### config.mk
export PLATFORM = sky130hd
export DESIGN_NAME = snoop_bus_n
export DESIGN_NICKNAME = d
export VERILOG_FILES = /design/src/rtl/snoop_bus_n.sv
export SDC_FILE = /design/constraint.sdc
export NUM_CORES = 1
export LEC_CHECK = 0
export BUFFER_PORTS_ARGS = -buffer_cell sky130_fd_sc_hd__buf_2
export CAP_MARGIN = 20
export CORE_MARGIN = 4
export CORE_UTILIZATION = 53
export DETAILED_ROUTE_END_ITERATION = 12
export GPL_TIMING_DRIVEN = 0
export PLACE_DENSITY = 0.81
export SETUP_SLACK_MARGIN = 0.05
export SLEW_MARGIN = 20
export SYNTH_ARGS = -nofsm -noshare
export SYNTH_HDL_FRONTEND = slang
export SYNTH_SLANG_ARGS = --single-unit
### constraint.sdc
create_clock -name clk -period 5.15 [get_ports clk]
set_clock_uncertainty 0.2 [all_clocks]
set_input_delay 1.03 -clock clk [delete_from_list [all_inputs] [get_ports clk]]
set_output_delay 1.03 -clock clk [all_outputs]
set_load 0.005 [all_outputs]
### src/rtl/snoop_bus_n.sv
// rtl/snoop_bus_n.sv - round-robin MSI snooping coherence bus for NUM_CORES cores
//
// Arbitrates per-core read/write misses, broadcasts the winning address as a
// snoop, then sequences dirty-owner writeback, invalidation and completion.
//
// Ports:
//   clk, rst         clock, asynchronous active-high reset
//   read_miss        per-core read-miss request (level)
//   write_miss       per-core write-miss / upgrade request (level)
//   miss_addr        per-core miss address, core i at [i*ADDR_W +: ADDR_W]
//   search_found     per-core snoop hit, sampled in RESP
//   block_dirty      per-core hit line is Modified, sampled in RESP
//   grant            one-hot bus owner, SNOOP through DONE
//   search           snoop strobe to every non-requesting core
//   addr_out         latched transaction address, 0 when idle
//   wback_dmem       one-hot dirty owner writes line to data memory
//   datasel          one-hot dirty owner drives bus data
//   invalidate       invalidate line at addr_out
//   done             one-cycle completion pulse to the requester
//   bus_busy         state is not IDLE
//   multi_owner_err  sticky: more than one dirty hit seen
module snoop_bus_n #(
    parameter int NUM_CORES = 2,
    parameter int ADDR_W    = 11
) (
    input  logic                        clk,
    input  logic                        rst,
    input  logic [NUM_CORES-1:0]        read_miss,
    input  logic [NUM_CORES-1:0]        write_miss,
    input  logic [NUM_CORES*ADDR_W-1:0] miss_addr,
    input  logic [NUM_CORES-1:0]        search_found,
    input  logic [NUM_CORES-1:0]        block_dirty,
    output logic [NUM_CORES-1:0]        grant,
    output logic [NUM_CORES-1:0]        search,
    output logic [ADDR_W-1:0]           addr_out,
    output logic [NUM_CORES-1:0]        wback_dmem,
    output logic [NUM_CORES-1:0]        datasel,
    output logic [NUM_CORES-1:0]        invalidate,
    output logic [NUM_CORES-1:0]        done,
    output logic                        bus_busy,
    output logic                        multi_owner_err
);
    localparam int IDX_W = (NUM_CORES > 1) ? $clog2(NUM_CORES) : 1;

    typedef enum logic [2:0] {
        S_IDLE, S_SNOOP, S_RESP, S_WBACK, S_INVAL, S_DONE
    } state_t;

    state_t               r_state;
    logic [IDX_W-1:0]     r_ptr;
    logic [IDX_W-1:0]     r_req_idx;
    logic                 r_is_write;
    logic [NUM_CORES-1:0] r_hits;

    logic [NUM_CORES-1:0] w_req;
    logic                 w_req_any;
    logic [IDX_W-1:0]     w_pick;
    logic [NUM_CORES-1:0] w_pick_oh;
    logic [ADDR_W-1:0]    w_pick_addr;
    logic [NUM_CORES-1:0] w_hit;
    logic [NUM_CORES-1:0] w_dirty;
    logic                 w_owner_any;
    logic [NUM_CORES-1:0] w_owner_oh;
    int                   w_dirty_cnt;

    // (base + off) modulo NUM_CORES, for off < NUM_CORES
    function automatic logic [IDX_W-1:0] wrap_add(input logic [IDX_W-1:0] base, input int off);
        int s;
        s = int'(base) + off;
        if (s >= NUM_CORES) s = s - NUM_CORES;
        return IDX_W'(s);
    endfunction

    assign w_req = read_miss | write_miss;

    // Round-robin: first requester at or above r_ptr, wrapping around
    always_comb begin
        w_req_any = 1'b0;
        w_pick    = '0;
        for (int i = 0; i < NUM_CORES; i++) begin
            if (!w_req_any && w_req[wrap_add(r_ptr, i)]) begin
                w_req_any = 1'b1;
                w_pick    = wrap_add(r_ptr, i);
            end
        end
        for (int i = 0; i < NUM_CORES; i++) begin
            w_pick_oh[i] = (w_pick == IDX_W'(i));
        end
        w_pick_addr = miss_addr[w_pick*ADDR_W +: ADDR_W];
    end

    // grant holds the requester one-hot in RESP, so it masks the requester's own bit
    always_comb begin
        w_hit       = search_found & ~grant;
        w_dirty     = w_hit & block_dirty;
        w_owner_any = 1'b0;
        w_owner_oh  = '0;
        w_dirty_cnt = 0;
        for (int i = 0; i < NUM_CORES; i++) begin
            if (w_dirty[i]) begin
                w_dirty_cnt = w_dirty_cnt + 1;
                if (!w_owner_any) begin
                    w_owner_any   = 1'b1;
                    w_owner_oh[i] = 1'b1;
                end
            end
        end
    end

    // Outputs are loaded on the edge entering the state they belong to
    always_ff @(posedge clk or posedge rst) begin
        if (rst) begin
            r_state         <= S_IDLE;
            r_ptr           <= '0;
            r_req_idx       <= '0;
            r_is_write      <= 1'b0;
            r_hits          <= '0;
            grant           <= '0;
            search          <= '0;
            addr_out        <= '0;
            wback_dmem      <= '0;
            datasel         <= '0;
            invalidate      <= '0;
            done            <= '0;
            bus_busy        <= 1'b0;
            multi_owner_err <= 1'b0;
        end else begin
            search     <= '0;
            wback_dmem <= '0;
            datasel    <= '0;
            invalidate <= '0;
            done       <= '0;
            case (r_state)
                S_IDLE: begin
                    if (w_req_any) begin
                        r_state    <= S_SNOOP;
                        r_req_idx  <= w_pick;
                        r_is_write <= write_miss[w_pick];
                        grant      <= w_pick_oh;
                        search     <= ~w_pick_oh;
                        addr_out   <= w_pick_addr;
                        bus_busy   <= 1'b1;
                    end
                end
                S_SNOOP: r_state <= S_RESP;
                S_RESP: begin
                    r_hits <= w_hit;
                    if (w_dirty_cnt > 1) multi_owner_err <= 1'b1;
                    if (w_owner_any) begin
                        r_state    <= S_WBACK;
                        wback_dmem <= w_owner_oh;
                        datasel    <= w_owner_oh;
                    end else if (r_is_write && (|w_hit)) begin
                        r_state    <= S_INVAL;
                        invalidate <= w_hit;
                    end else begin
                        r_state <= S_DONE;
                        done    <= grant;
                    end
                end
                S_WBACK: begin
                    // Owner downgrades M->S on its own for a read
                    if (r_is_write) begin
                        r_state    <= S_INVAL;
                        invalidate <= r_hits;
                    end else begin
                        r_state <= S_DONE;
                        done    <= grant;
                    end
                end
                S_INVAL: begin
                    r_state <= S_DONE;
                    done    <= grant;
                end
                S_DONE: begin
                    r_state  <= S_IDLE;
                    r_ptr    <= wrap_add(r_req_idx, 1);
                    grant    <= '0;
                    addr_out <= '0;
                    bus_busy <= 1'b0;
                end
                default: r_state <= S_IDLE;
            endcase
        end
    end
endmodule

* Word-level counts from Yosys, hierarchy flattened
Index checks and enable logic that the tools add are counted.
** Cells by class
- Shift-type cells :: 1
- Divide/modulo/power cells :: 0
- Bitwise gates (word level) :: 6
- $lt $le $gt $ge :: 7
- Multipliers :: 1
- Eq/ne operators :: 6
- Add/subtract/negate cells :: 6
- Mux-type cells :: 42
- Reduce and logical (&&, ||, !) cells :: 9
** Operators by type and width (count)
- $add 32x2->32 const B :: 1
- $gt 32x2->1 const B :: 1
- $mux 32 :: 1
- $mux 2 :: 11
- $pmux 11 s2 :: 1
- $shiftx 22x6->11 :: 1
- $mux 1 :: 21
- $pmux 3 s5 :: 1
- $mux 11 :: 1
- $pmux 2 s2 :: 2
- $eq 3x2->1 const B :: 2
- $eq 3x3->1 const B :: 2
- $lt 1x2->1 const B :: 3
- $mux 3 :: 2
- $pmux 2 s3 :: 1
- $reduce_and 2->1 :: 3
- $mul 1x4->5 const B :: 1
- $add 1x1->2 const B :: 2
- $and 2x2->2 :: 2
- $ge 2x2->1 const B :: 2
- $not 2->2 :: 2
- $eq 3x1->1 const B :: 1
- $logic_not 3->1 :: 1
- $sub 1x1->1 const B :: 3
- 9 further kinds :: 10
** Word-level totals
- Bits in registers :: 31
- Memory bits (read-only) :: 0
- Input bits :: 32
- Bits in latches :: 0
- Output and inout bits :: 25
- Memories :: 0
- RAM bits :: 0

* Depth between registers and ports, before layout
Gate-level depths: netlist of the first run.
- Depth after elaboration :: 12
- Depth in mapped cells :: 5
- Gate-level depth less buffers :: 3

* Worst setup path before layout of the first run
OpenSTA, ideal clock, no wires.
- Kind :: input -> register
- Start :: in write_miss[0]
- End :: reg addr_out[0]
- Setup time :: 0.064 ns
- Data required time :: 4.886 ns
- Stages :: 4
- Slack :: 2.829 ns
- Arrival time :: 2.057 ns
- Cell sequence :: or4_4 a21boi_4 buf_6 a221o_2
** Between the ends
- Word-level cells in the longest chain between the ends :: 11
** RTL lines
- start, declared :: line 29 : input logic [NUM_CORES-1:0] write_miss,
- $or 2x2->2 * :: line 74 : assign w_req = read_miss | write_miss;
- $mux 1 (implied by the code) (2 in a row) :: line 81 : if (!w_req_any && w_req[wrap_add(r_ptr, i)]) begin
- $mux 1 :: line 81
- $logic_not 1->1 :: line 81
- $logic_and 1x1->1 :: line 81
- $mux 1 :: line 81
- $mul 1x4->5 :: line 89 : w_pick_addr = miss_addr[w_pick*ADDR_W +: ADDR_W];
- $shiftx 22x6->11 :: line 89
- $mux 11 :: line 135 : if (w_req_any) begin
- $pmux 11 s2 :: line 133 : case (r_state)
- end signal, assigned :: line 141 : addr_out <= w_pick_addr;
- end, declared :: line 35 : output logic [ADDR_W-1:0] addr_out,
Mark *: on every way between the ends. The rest lies on a longest branch, timed or not. The select of a mux whose other input is x is not followed.
A chain may end at the register's enable or synchronous reset.

* Worst setup path in the final report of the first run
- Start :: in read_miss[1]
- End :: reg addr_out[6]
** Between the ends
- Word-level cells in the longest chain between the ends :: 11
** RTL lines
- start, declared :: line 28 : input logic [NUM_CORES-1:0] read_miss,
- $or 2x2->2 * :: line 74
- $mux 1 (implied by the code) (2 in a row) :: line 81
- $mux 1 :: line 81
- $logic_not 1->1 :: line 81
- $logic_and 1x1->1 :: line 81
- $mux 1 :: line 81
- $mul 1x4->5 :: line 89
- $shiftx 22x6->11 :: line 89
- $mux 11 :: line 135
- $pmux 11 s2 :: line 133
Marked as above.

==> results.md, run 1 <==
* Peak VDD IR at 284 uV
* Reg-to-reg slack, setup at 3.19 ns
* Antenna violations before repair at 0
* Synthesized area at 1630 sq um
* Tot Pwr at 1.05 mW
* Remaining antenna violation count at 0
* Clock tree buffer depth at 2
* CP Launch Type: primary input
* Gpl congestion at 0.838
* Worst path cell trace: buf_2 -> or2_1 -> clkbuf_1 -> a2111oi_0 -> a221o_2
* First-pass GRT wire length at 7200 microns
* Clk root buf: clkbuf_4
* RSZ-0062 raised after global routing: false
* Hold-fix buffers, CTS at 0
* Inserted Clock Buffers at 5
* Core Area at 2850 sq um
* Worst hold margin at 0.287 ns
* Via/cell ratio at 6.12
* Worst setup EP type: register
* Synth Register Bits at 31
* P&R area growth vs syn at 22.7%
* CP max stage cell: a2111oi_0
* Power per cell area at 529 nW/um^2
* Fin. max-slew vios at 0
* Avg Cell Area, Syn at 10.4 sq um
* Post-layout min period at 2.31 ns
* TritonCTS clock tree: built
* Fmax at 0.434 GHz
* Vias in the first global route at 1,524
* HP Class: register to register
* Total number of vias at 1,542
* Delay-heaviest family, CP: compound AO/OA/AOI/OAI gates
* CTS resizes at 0
* Worst slew margin at 0.567
* Iter 0 DRT Violations at 125
* Clk slew on worst S/H paths at 0.09 ns
* Io pins at 57
* Fin nets at 252
* Crit path DAT at 2.38 ns
* Share of layout cells above drive strength 1 at 0.367
* CTS Sinks at 31
* Clock Latency Late Sink at 0.33 ns
* GR Util All Layers at 0.225
* Hold Vio Cnt, Final at 0
* Max cap viols at 0
* Leak at 1.00 nW
* Synth top area cells: dfrtp_1, a221o_2, a2111oi_0, nand2b_1, o21ai_0
* DP HPWL at 3110 microns
* DIE AREA at 4020 sq um
* Register area share after synthesis at 0.477
* Critical path buffers and inverters at 2
* Period Utilization, post-route at 0.448
* Grt total ovfl at 0
* I/O Buffers at 56
* Final setup vio count at 0
* Drt drc at 0
* Worst Max-Slew Pin Slew at 0.649 ns
* Slowest stage delay, CP at 0.54 ns
* Die width at 63.4 microns
* CP required at 5.22 ns
* Top cell type's share of synthesized area at 0.477
* Synth area leader: dfrtp_1
* Overall routed net length at 4230 microns
* H-Tree Depth at 2
* Antenna Cells at 0
* Die Y at 63.4 microns
* Post-CTS Setup Repair Bufs at 0
* Ys Warns at 0
* # rows at 19
* Largest net degree at the start of global routing at 32
* Syn_nets at 189
* WL per Instance at 16.8 microns
* First drt pass iteration count at 4
* Netlist cell types at 38
* WS Path Type: primary input to register
* Setup TNS at 0 ns
* Initial core utilization at 0.570
* Synthesized instance count at 157
* Status: complete, no violations
* Crit-path max FO at 10
cells in the final DEF (no fill, tap or decap), types with 2 or more instances in the layout:
master / Yosys / final
a221o_2: 9 / 9
buf_4: 2 / 2
nand3b_1: 2 / 2
a21oi_1: 5 / 5
nor2b_1: 4 / 4
inv_1: 7 / 6
and3_1: 2 / 2
or4_1: 2 / 2
and2_1: 7 / 7
a221o_1: 2 / 2
dfrtp_1: 31 / 31
a22o_1: 3 / 3
and3b_1: 2 / 2
buf_2: 1 / 57
a2111oi_0: 11 / 11
nor4b_1: 5 / 5
o21bai_1: 2 / 2
o21ai_0: 9 / 9
a41o_1: 2 / 2
clkbuf_1: 8 / 10
nor2_1: 6 / 6
nand2_1: 10 / 10
nand2b_1: 10 / 10
clkbuf_4: 0 / 5
report_power, final:
| group | internal (mW) | leakage, nW | total (mW) | switching, mW |
|---|---|---|---|---|
| Sequential | 0.339 | 0.396 | 0.412 | 0.0731 |
| Clock | 0.0532 | 0.0293 | 0.135 | 0.0823 |
| Combinational | 0.242 | 0.576 | 0.507 | 0.265 |
| Total | 0.635 | 1.00 | 1.05 | 0.420 |
kinds of logic (layout without fill, tap and decap cells):
logic type,count (synthesis),in the layout,share of synthesized area
buffers and inverters,20,84,0.0569
and+or+nand+nor,57,57,0.216
DFF,31,31,0.477
AOI/OAI and AO/OA,49,49,0.250
cells in the mapped netlist (all sizes together):
master / instances
nor4: 1
o2bb2ai: 1
a211oi: 1
o21ai: 9
inv: 7
o21bai: 2
a21oi: 5
nor4b: 5
and3b: 2
buf: 4
or2: 2
nand3b: 2
a21boi: 1
clkbuf: 9
a22o: 3
o21a: 1
nor3: 1
nand2b: 10
nor2b: 4
and3: 2
nor2: 6
or3: 1
or4: 3
a2111oi: 11
or3b: 1
a221o: 11
o31ai: 1
nand2: 10
a41o: 2
dfrtp: 31
o211ai: 1
and2: 7
per-layer routing:
layer	global-route usage	share of wire	wire length, microns	up-vias
li1	-	-	-	720
met1	0.287	0.42	1770	752
met2	0.375	0.51	2150	64
met3	0.0533	0.058	247	6
met4	0.0728	0.013	57	0
met5	0	0	0	-
final timing paths:
kind                              start               to  depth (start not counted)
setup / recovery           read_miss[1]      addr_out[6]                          5
hold / removal                r_req_idx            r_ptr                          1
setup reg to reg             r_state[0]      addr_out[9]                          4
hold reg to reg               r_req_idx            r_ptr                          1
max in group asynchronous           rst      addr_out[3]                          2
min in group asynchronous           rst  multi_owner_err                          2
state kept, by name, summed over array words and instances (netlist names):
name	cells
invalidate	2
bus_busy	1
r_req_idx	1
addr_out	11
r_is_write	1
r_hits	2
datasel	2
done	2
r_ptr	1
r_state	3
multi_owner_err	1
grant	2
search	2
worst register-to-register path, cell delays in order, from the launching register on:
cell	delay, ns
dfrtp_1	0.47
or3_1	0.37
clkbuf_1	0.18
a2111oi_0	0.51
a221o_2	0.19
cell type report:
cell class	instances	area (sq um)
Clock inverter	1	5.00
Buffer	13	66.3
Multi-Input combinational cell	106	758
Sequential cell	31	776
Clock buffer	7	45.0
Tap cell	31	38.8
Fill cell	231	857
Timing Repair Buffer	56	280
Inverter	7	26.3
per-stage QoR:
stage	std cells	setup WS, ns	instance area [sq um]	util
4_1_cts	252	2.85	2000	0.700
3_3_place_gp	244	2.57	1950	0.682
3_5_place_dp	244	2.51	1950	0.682
2_1_floorplan	157	2.83	1630	-
5_1_grt	252	2.77	2000	0.700
6_report	252	2.84	2000	0.700
Note: power is estimated with default switching activity, not from simulation.
==> run 2, diff against run 1 <==
--- a/config.mk
+++ b/config.mk
@@ -5,13 +5,14 @@
 export SDC_FILE = /design/constraint.sdc
 export NUM_CORES = 1
 export LEC_CHECK = 0
+export ABC_AREA = 1
 export BUFFER_PORTS_ARGS = -buffer_cell sky130_fd_sc_hd__buf_2
 export CAP_MARGIN = 20
 export CORE_MARGIN = 4
-export CORE_UTILIZATION = 53
+export CORE_UTILIZATION = 48
 export DETAILED_ROUTE_END_ITERATION = 12
 export GPL_TIMING_DRIVEN = 0
-export PLACE_DENSITY = 0.81
+export PLACE_DENSITY = 0.75
 export SETUP_SLACK_MARGIN = 0.05
 export SLEW_MARGIN = 20
 export SYNTH_ARGS = -nofsm -noshare
==> constraint.sdc (replaced) <==
create_clock -name clk -period 2.4 [get_ports clk]
set_clock_uncertainty 0.2 [all_clocks]
set_input_delay 0.48 -clock clk [delete_from_list [all_inputs] [get_ports clk]]
set_output_delay 0.48 -clock clk [all_outputs]
set_load 0.005 [all_outputs]
==> results.md, run 2 <==
* Synthesized area at 1500 sq um
* Post-synth top cells: nand2_1, nand3_1, dfrtp_1
* Vias in the first global route at 1,290
* Crit path DAT at 0.94 ns
* Antenna Cells at 0
* Fill cells at 270
* Share of layout cells above drive strength 1 at 0.350
* Power per cell area at 1170 nW/um^2
* CP Launch Type: register
* GR Util All Layers at 0.177
* Primary FF master, synth: dfrtp_1
* Reg-to-reg slack, setup at 0.85 ns
* Die Y at 64.0 microns
* Worst setup EP type: output port
* Commonest cells after routing, fill and taps aside: buf_2, nand2_1, nand3_1
* Post-CTS Setup Repair Bufs at 0
* Max cap viols at 0
* WL per Instance at 12.3 microns
* Peak VDD IR at 563 uV
* Hold-fix buffers, CTS at 0
* Clk slew on worst S/H paths at 0.10 ns
* # rows at 20
* Final Instance Area at 1910 sq um
* Via/cell ratio at 5.12
* Number of cells on the worst reg-to-reg path at 7
* HP Class: primary input to async pin
* Most flops, register: addr_out
* Synth area leader: dfrtp_1
* Clk root buf: clkbuf_4
* CP required at 1.72 ns
* Fin. max-slew vios at 0
* Clock Latency Late Sink at 0.33 ns
* Netlist cell types at 25
* Register area share after synthesis at 0.516
* Synth Register Bits at 31
* Clock tree buffer depth at 2
* Multi-input gate area at 621 sq um
* Worst slew margin at 0.582
* Worst path cell trace: buf_4 -> buf_2
* First-pass GRT wire length at 5700 microns
* Worst Max-Slew Pin Slew at 0.626 ns
* Antenna violations before repair at 0
* Crit-path max FO at 2
* Core Area at 3030 sq um
* Hold Vio Cnt, Final at 0
* Synthesized instance count at 173
* H-Tree Depth at 2
* Fmax at 0.619 GHz
* R2R Path End: addr_out[6]
* P&R area growth vs syn at 26.9%
* Largest net degree at the start of global routing at 32
* Gpl congestion at 0.867
* Drt drc at 0
* Fin nets at 268
* Avg Cell Area, Syn at 8.69 sq um
* CTS resizes at 0
* Placed Area at 1840 sq um
* Setup TNS at 0 ns
* CTS Sinks at 31
* WS Path Type: register to output port
* Io pins at 57
* Worst hold margin at 0.0219 ns
* Synth top area cells: dfrtp_1, nand3_1, nand2_1, nand4_1, inv_1
* Die width at 64.0 microns
* DIE AREA at 4090 sq um
* TritonCTS clock tree: built
* Register Area at 776 sq um
* Period Utilization, post-route at 0.673
* Overall routed net length at 3440 microns
* Final setup vio count at 0
* I/O Buffers at 56
* Remaining antenna violation count at 0
* Post-synth EDFFs at 0
* Grt total ovfl at 0
* Commonest non-fill, non-tap cell in the layout: buf_2
* RSZ-0062 raised after global routing: false
* Total number of vias at 1,440
* Syn_nets at 205
* Status: complete, no violations
* DP HPWL at 2570 microns
* Cell with the most instances after synthesis: nand2_1
* Post-layout min period at 1.62 ns
* Iter 0 DRT Violations at 83
* Max FFs per register at 11
* Initial core utilization at 0.497
* CP max stage cell: dfrtp_1
* First drt pass iteration count at 4
* Leak at 1.08 nW
* Tot Pwr at 2.24 mW
* Slowest stage delay, CP at 0.38 ns
* Reg-to-Reg Start: r_state[0]
* Inserted Clock Buffers at 5
* Async set or reset register ratio after synthesis at 1.00
* Ys Warns at 0
* Top cell type's share of synthesized area at 0.516
* Top flop regs: addr_out x11, r_state x3
[run 2: cell types whose count changed in the layout (fill, tap and decap cells not counted), sizes merged, moves of 8 or more]
cell	delta
a2111oi	-11
a221o	-11
clkbuf	-8
inv	+8
nand2	+43
nand2b	-10
nand3	+38
nand4	+8
[run 2: power breakdown]
group | switching, mW | total, mW | leakage (nW) | internal, mW
clock network | 0.173 | 0.345 | 0.0386 | 0.172
logic | 0.618 | 1.03 | 0.644 | 0.409
registers | 0.134 | 0.864 | 0.396 | 0.730
total | 0.924 | 2.24 | 1.08 | 1.31
[run 2: per-stage QoR]
stage               worst slack [ns]   util  std cells
finish                         0.784  0.630        281
global route                   0.711  0.630        281
CTS                            0.767  0.630        281
detailed placement             0.641  0.607        273
global placement               0.625  0.607        273
floorplan                      0.942      -        173
[run 2: routing by layer]
| metal | vias up | global-route usage | share of wire |
|---|---|---|---|
| met1 | 682 | 0.236 | 0.46 |
| met3 | 7 | 0.0527 | 0.069 |
| li1 | 701 | - | - |
| met5 | - | 0 | 0 |
| met2 | 50 | 0.268 | 0.46 |
| met4 | 0 | 0.0728 | 0.013 |
[run 2: layout make-up]
| class | count | area share |
|---|---|---|
| Multi-Input combinational cell | 121 | 0.325 |
| Timing Repair Buffer | 56 | 0.147 |
| Tap cell | 44 | 0.0289 |
| Sequential cell | 31 | 0.407 |
| Inverter | 15 | 0.0334 |
| Clock buffer | 8 | 0.0361 |
| Buffer | 6 | 0.0230 |
[run 2: how the worst max path moves through the flow]
stage,endpoint,startpoint
after global placement,addr_out[3],rst
after floorplan,r_is_write,write_miss[0]
final,wback_dmem[0],datasel[0]
after detailed placement,addr_out[6],write_miss[0]
after global routing,wback_dmem[1],datasel[1]
after CTS,wback_dmem[0],datasel[0]
[run 2: critical path: cells and delay by family (launching register included)]
kind	cells	cell delay, ns
flops	1	0.38
buf+inv	2	0.24
[run 2: cells by family after synthesis]
kind of cell | count (synthesis) | synth area share
buf+inv | 21 | 0.0715
flops | 31 | 0.516
simple gates | 109 | 0.357
compound gates | 12 | 0.0557
